### src/rtl/tdm_demux_8.sv
// Time-division demultiplexer: locks to a frame-sync marker on a 1-bit serial
// stream and reassembles each 8-slot frame into a parallel word (q[k] = slot k).
module tdm_demux_8 #(
    parameter bit STRICT_SYNC = 1'b1
) (
    input  logic       clk,
    input  logic       rst,
    input  logic       din,
    input  logic       en,
    input  logic       sync,
    output logic [7:0] q,
    output logic       q_valid,
    output logic [2:0] slot,
    output logic       locked,
    output logic       frame_err
);

    typedef enum logic {
        IDLE = 1'b0,
        RUN  = 1'b1
    } state_t;

    state_t     state;
    // Slot 7 never needs storage: it goes straight into q on completion.
    logic [6:0] shadow;

    // locked is a pure decode of the single state flop, so it is glitch-free.
    assign locked = (state == RUN);

    // NOTE: every register here uses non-blocking assignment so all updates
    // within one edge see the pre-edge values of slot/shadow.
    always_ff @(posedge clk) begin
        if (rst) begin
            state     <= IDLE;
            shadow    <= '0;
            slot      <= '0;
            q         <= '0;
            q_valid   <= 1'b0;
            frame_err <= 1'b0;
        end else begin
            // Pulses default low; each branch below raises at most one of them.
            q_valid   <= 1'b0;
            frame_err <= 1'b0;

            if (en) begin
                unique case (state)
                    IDLE: begin
                        if (sync) begin
                            shadow <= {6'b0, din};
                            slot   <= 3'd1;
                            state  <= RUN;
                        end
                    end

                    RUN: begin
                        if (sync && (slot != 3'd0)) begin
                            // Misplaced marker: drop the partial frame and
                            // treat this beat as slot 0 of a new frame.
                            frame_err <= 1'b1;
                            shadow    <= {6'b0, din};
                            slot      <= 3'd1;
                        end else if (STRICT_SYNC && !sync && (slot == 3'd0)) begin
                            frame_err <= 1'b1;
                            shadow    <= '0;
                            slot      <= 3'd0;
                            state     <= IDLE;
                        end else if (slot == 3'd7) begin
                            q       <= {din, shadow};
                            q_valid <= 1'b1;
                            shadow  <= '0;
                            slot    <= 3'd0;
                        end else begin
                            shadow[slot] <= din;
                            slot         <= slot + 3'd1;
                        end
                    end

                    default: state <= IDLE;
                endcase
            end
        end
    end

endmodule

### config.mk
export PLATFORM = sky130hd
export DESIGN_NAME = tdm_demux_8
export DESIGN_NICKNAME = d
export VERILOG_FILES = /design/src/rtl/tdm_demux_8.sv
export SDC_FILE = /design/constraint.sdc
export NUM_CORES = 1
export LEC_CHECK = 0
export CAP_MARGIN = 20
export CORE_MARGIN = 2
export CORE_UTILIZATION = 55
export CTS_BUF_LIST = sky130_fd_sc_hd__clkbuf_4
export DETAILED_ROUTE_END_ITERATION = 6
export PLACE_DENSITY = 0.8
export SYNTH_ARGS = -nofsm -noshare
export SYNTH_HDL_FRONTEND = slang
export SYNTH_SLANG_ARGS = --single-unit
### constraint.sdc
create_clock -name clk -period 5 [get_ports clk]
set_input_delay 0.5 -clock clk [delete_from_list [all_inputs] [get_ports clk]]
set_output_delay 0.5 -clock clk [all_outputs]
set_load 0.01 [all_outputs]
## Word level (Yosys, flattened, before mapping)

Cells that the tools add are included.

- Register bits after elaboration: 21
- Bits of input ports: 5
- Output and inout bits: 14
- Word-level logic and storage cells: 45

- Add/sub/neg operators: 1
- Magnitude comparators: 2
- Equal/unequal tests: 2
- Muxes and demuxes: 20
- Bitwise gates (word level): 4
- Reduce and logical (&&, ||, !) cells: 10

Operators with widths:

| cell | count |
|---|---|
| 2-to-1 mux 7 bit | 4 |
| one-hot mux 7 bit (2 select lines) | 1 |
| 2-to-1 mux 3 bit | 4 |
| bitwise mux 7 bit | 1 |
| 2-to-1 mux 1 bit | 7 |
| one-hot mux 3 bit (2 select lines) | 1 |
| AND reduction 5 bit | 1 |
| OR reduction 5 bit | 1 |
| < comparator 3 x 4 -> 1 bit (second input constant) | 1 |
| inverter 1 bit | 4 |
| adder 3 x 1 -> 3 bit (second input constant) | 1 |
| demux 1 bit (select 3 bit) | 1 |
| == test 3 bit (second input constant) | 1 |
| greater-or-equal comparator 3 x 1 -> 1 bit (second input constant) | 1 |
| logical AND 1 bit | 3 |
| zero test 3 bit | 1 |
| nonzero test 3 bit | 1 |
| OR reduction 3 bit | 1 |
| inequality test 2 bit (second input constant) | 1 |
| one-hot mux 1 bit (2 select lines) | 1 |
| AND reduction 2 bit | 1 |
| zero test 1 bit | 1 |

## Depth between registers and ports, before layout

- Word-level depth: 9
- Gate-level depth with buffers: 9
- Depth with buffers taken out: 9

## Least setup slack after synthesis

OpenSTA, ideal clock, no wires.

- Kind: register to register
- Start point: register slot[0]
- End point: register shadow[2]
- Data arrival time: 1.719 ns
- Slack: 3.207 ns
- Stages on the path, launching flop included: 10
- Buffers on the path: 0
- Clock period less this slack: 1.793 ns
- Cell sequence: dfxtp_1 inv_2 ha_1 nor2b_1 inv_1 ha_1 nand3b_1 a21oi_4 nand2_1 mux2i_1

- Cells in the longest elaborated chain, start to end: 9
- Elaborated cells on any way between the ends: 15
- Those cells by class: order compare: 2; eq/ne: 1; mux: 7; reduce/logical: 5

RTL lines:

| element | line | text |
|---|---|---|
| start, declared | 13 | `output logic [2:0] slot,` |
| start signal, assigned | 74 | `slot <= slot + 3'd1;` |
| < comparator 3 x 4 -> 1 bit (not written as such) / greater-or-equal comparator 3 x 1 -> 1 bit (equally long branches) | 73 | `shadow[slot] <= din;` |
| logical AND 1 bit (not written as such) | 73 |  |
| 2-to-1 mux 1 bit (not written as such) | 73 |  |
| demux 1 bit (select 3 bit) | 73 |  |
| bitwise mux 7 bit | 73 |  |
| 2-to-1 mux 7 bit | 67 | `end else if (slot == 3'd7) begin` |
| 2-to-1 mux 7 bit | 62 | `end else if (STRICT_SYNC && !sync && (slot == 3'd0)) begin` |
| 2-to-1 mux 7 bit (*) | 56 | `if (sync && (slot != 3'd0)) begin` |
| one-hot mux 7 bit (2 select lines) (*) | 46 | `unique case (state)` |
| end signal, assigned | 49 | `shadow <= {6'b0, din};` |
| end signal, assigned | 60 | `shadow <= {6'b0, din};` |
| end signal, assigned by index | 73 |  |
| end, declared | 25 | `logic [6:0] shadow;` |

Mark *: on every way between the ends. The rest lies on a longest branch, timed or not.
A chain may end at the register's enable or synchronous reset.

## Final worst setup path

- Start point: register slot[0]
- End point: register q[5]

- Cells in the longest elaborated chain, start to end: 4
- Elaborated cells on any way between the ends: 8
- Those cells by class: eq/ne: 1; bitwise: 2; reduce/logical: 5

RTL lines:

| element | line | text |
|---|---|---|
| zero test 3 bit / nonzero test 3 bit (equally long branches) | 62, 56 |  |
| logical AND 1 bit, on equally long branches | 62, 56 |  |
| inverter 1 bit (no source line) | n/a |  |
| AND reduction 5 bit (no source line) (*) | n/a |  |
| end signal, assigned | 68 | `q <= {din, shadow};` |
| end, declared | 11 | `output logic [7:0] q,` |

Marked as above.

==> metrics.yaml <==
status:
  outcome: "completed"
yosys:
  yosysSeqAreaShare_pct: 43.2
  synthesis.nets: 126
  yosysWarnings: 0
  ys_seq_elements: 21
  synth.cell_area_um2: 973
  synth_cell_type_count: 31
  avgSynthCellArea_um2: 8.46
  synthCells: 115
placement:
  portBuffers: 18
  dp_slack_ps: 2860
  place_congestion: 0.863
  dp_hpwl_um: 1400
power:
  power.density_nw_per_um2: 246
  finalPower_w: 0.000292
  vdd.ir_drop.worst_mv: 0.136
  cellLeakagePower_nw: 0.433
clocking:
  cts-htree-levels: 1
  numCtsBuffers: 3
  cts_root_buf: "clkbuf_4"
  cts_tree: "built"
  cts_setup_buffers: 0
  clockBufferDepth: 2
  cts_hold_buf: 0
  clk_latency_ps: 300
  ctsResizeCount: 0
  clk_pin_slew_ps: 110
  cts.sinks: 21
hold_path:
  min_to: "q[3]"
  hp-class: "flop to flop"
  holdPathStages: 2
  hp-start: "q[3]"
worst_setup_path:
  path_class: "flop to flop"
  cp-start-kind: "flop"
  reg2reg_from: "slot[0]"
  critPathRequiredTime_ps: 5220
  crit_buf_inv: 2
  cpPeakStageDelay_ps: 420
  cp-end-kind: "flop"
  reg2reg_to: "q[5]"
  cpMaxStageDelayCell: "dfxtp_1"
  critPathTopFamily: "simple AND/OR/NAND/NOR gates"
  cp_cell_sequence: "inv_2 > ha_1 > nor2b_1 > inv_1 > ha_1 > nand2_1 > nor2_1 > nand2_1 > a21oi_1"
  reg2reg_slack_ps: 2900
  ff2ff_path_depth: 9
  path_max_fanout: 9
  arrival_ps: 2320
timing:
  drv_slew: 0
  maxSlewHeadroom_pct: 54.9
  worst_slew_pin_slew_ps: 674
  hold_viol_final: 0
  final.min_clock_period_ps: 2100
  fin_skew_ps: 4.48
  fmax_mhz: 476
  finalHoldWorstSlack_ps: 457
  post-route-period-util_pct: 42.0
  setup_viol: 0
  rsz0062_at_grt: "no"
  fin_ws_ps: 2900
  setup-tns-final_ps: 0
route:
  first_pass_iters: 4
  wl_um: 1890
  drt-initial-drc-count: 30
  detail-route-antenna-nets: 0
  wl_per_cell_um: 12.5
  vias: 862
  vias_per_cell: 5.71
  drc: 0
global_route:
  grtUsageTotal_pct: 20.3
  grt_overflow: 0
  grt_pass1_wl_um: 3060
  antenna_found_initial: 0
  grt_pass1_vias: 715
  grt_max_degree: 18
layout:
  multi_input_area_um2: 522
  syn_to_final_growth_pct: 22.1
  register_area_um2: 420
  final_util_pct: 70.4
  fill_cells: 136
  antennaDiodeCount: 0
  finalNetCount: 146
  layout-drive-gt1-share_pct: 6.72
floorplanning:
  die_h_um: 46.1
  rows: 15
  die_w_um: 46.1
  initial_utilization_pct: 57.6
  core_um2: 1690
  io_pins: 19
  dieArea_um2: 2120
job:
  max-cap-violations: 0
-- tightest hold or removal path: cells and delay by family, from the launching register on --
kind,cells,cell delay [ps]
simple gates,1,50
flops,1,320
compound gates,1,50
-- per-stage QoR --
stage          instance area (um2)  cells
2_1_floorplan                  973    115
3_3_place_gp                  1160    147
3_5_place_dp                  1160    147
4_1_cts                       1190    151
5_1_grt                       1190    151
6_report                      1190    151
-- cell usage after synthesis --
cell / count / share of area, %
buf_4: 1 / 0.77
o21a_1: 1 / 0.77
a311oi_1: 1 / 0.90
or4_4: 1 / 1.2
nand4b_1: 2 / 1.8
o32ai_1: 1 / 0.90
nor3_1: 4 / 2.1
o311a_1: 1 / 1.0
dfxtp_1: 21 / 43
nand4_1: 2 / 1.3
nand3_2: 1 / 1.0
o21ai_2: 1 / 0.90
o21ai_0: 2 / 1.0
nor2b_1: 3 / 1.9
a21oi_1: 11 / 5.7
ha_1: 6 / 7.7
o2111ai_1: 1 / 0.90
nor4_1: 1 / 0.64
clkbuf_2: 1 / 0.51
and2b_1: 1 / 0.77
inv_2: 1 / 0.39
mux2i_1: 3 / 3.1
nand3_1: 6 / 3.1
nand2_1: 27 / 10
nor2_1: 7 / 2.7
o2bb2ai_1: 1 / 0.90
a21oi_4: 1 / 1.7
clkbuf_1: 1 / 0.39
o21ai_1: 1 / 0.51
inv_1: 3 / 1.2
nand3b_1: 1 / 0.77
-- per-layer routing --
| metal | wire (um) | up-vias | track usage [%] |
|---|---|---|---|
| met4 | 26 | 0 | 8.57 |
| met3 | 106 | 4 | 5.10 |
| met5 | 0 | - | 0 |
| met1 | 909 | 385 | 28.0 |
| li1 | - | 440 | - |
| met2 | 845 | 33 | 29.7 |
-- power by group --
group          switching (W)  internal (W)  total (W)
clock              0.0000485     0.0000365  0.0000850
sequential        0.00000400      0.000169   0.000173
combinational      0.0000194     0.0000144  0.0000338
total              0.0000719      0.000220   0.000292
-- registers in the layout, summed over array words and instances, names as in the netlist --
| register | cells |
|---|---|
| locked | 1 |
| frame_err | 1 |
| shadow | 7 |
| slot | 3 |
| q | 8 |
| q_valid | 1 |
-- cells by family (layout without fill, tap and decap cells) --
logic type	Yosys count	count (layout)	synth area share (%)
simple gates	56	56	27.6
mux	3	3	3.08
compound gates	22	22	15.2
fa+ha+maj	6	6	7.71
flops	21	21	43.2
buf+inv	7	26	3.21
-- cell type report --
| cell class | instances | share of cell area [%] |
|---|---|---|
| clock buffer | 4 | 2.53 |
| inverter | 4 | 1.26 |
| multi-input combinational | 87 | 43.9 |
| sequential | 21 | 35.4 |
| tap | 17 | 1.79 |
| timing repair buffer | 18 | 15.2 |
-- placed cells by master (no fill, tap or decap), drive strengths merged --
cell type	count
clkdlybuf4s50	18
nor2b	3
mux2i	3
o21ai	4
o311a	1
nor3	4
clkbuf	4
o2bb2ai	1
and2b	1
dfxtp	21
nor2	7
nand4b	2
a311oi	1
nor4	1
inv	4
o32ai	1
or4	1
nand2	27
ha	6
nand4	2
o2111ai	1
nand3	7
a21oi	12
nand3b	1
o21a	1
-- worst max-delay path by stage --
stage	slack, ps	endpoint	cells after the start	start
2_1_floorplan	3210	shadow[2]	9	slot[0]
3_3_place_gp	2870	q[4]	6	sync
3_5_place_dp	2860	q[5]	6	sync
6_report	2900	q[5]	9	slot[0]
4_1_cts	2910	q[5]	9	slot[0]
5_1_grt	2660	q[6]	9	slot[0]
No activity file was read; power rests on OpenSTA's default activity.
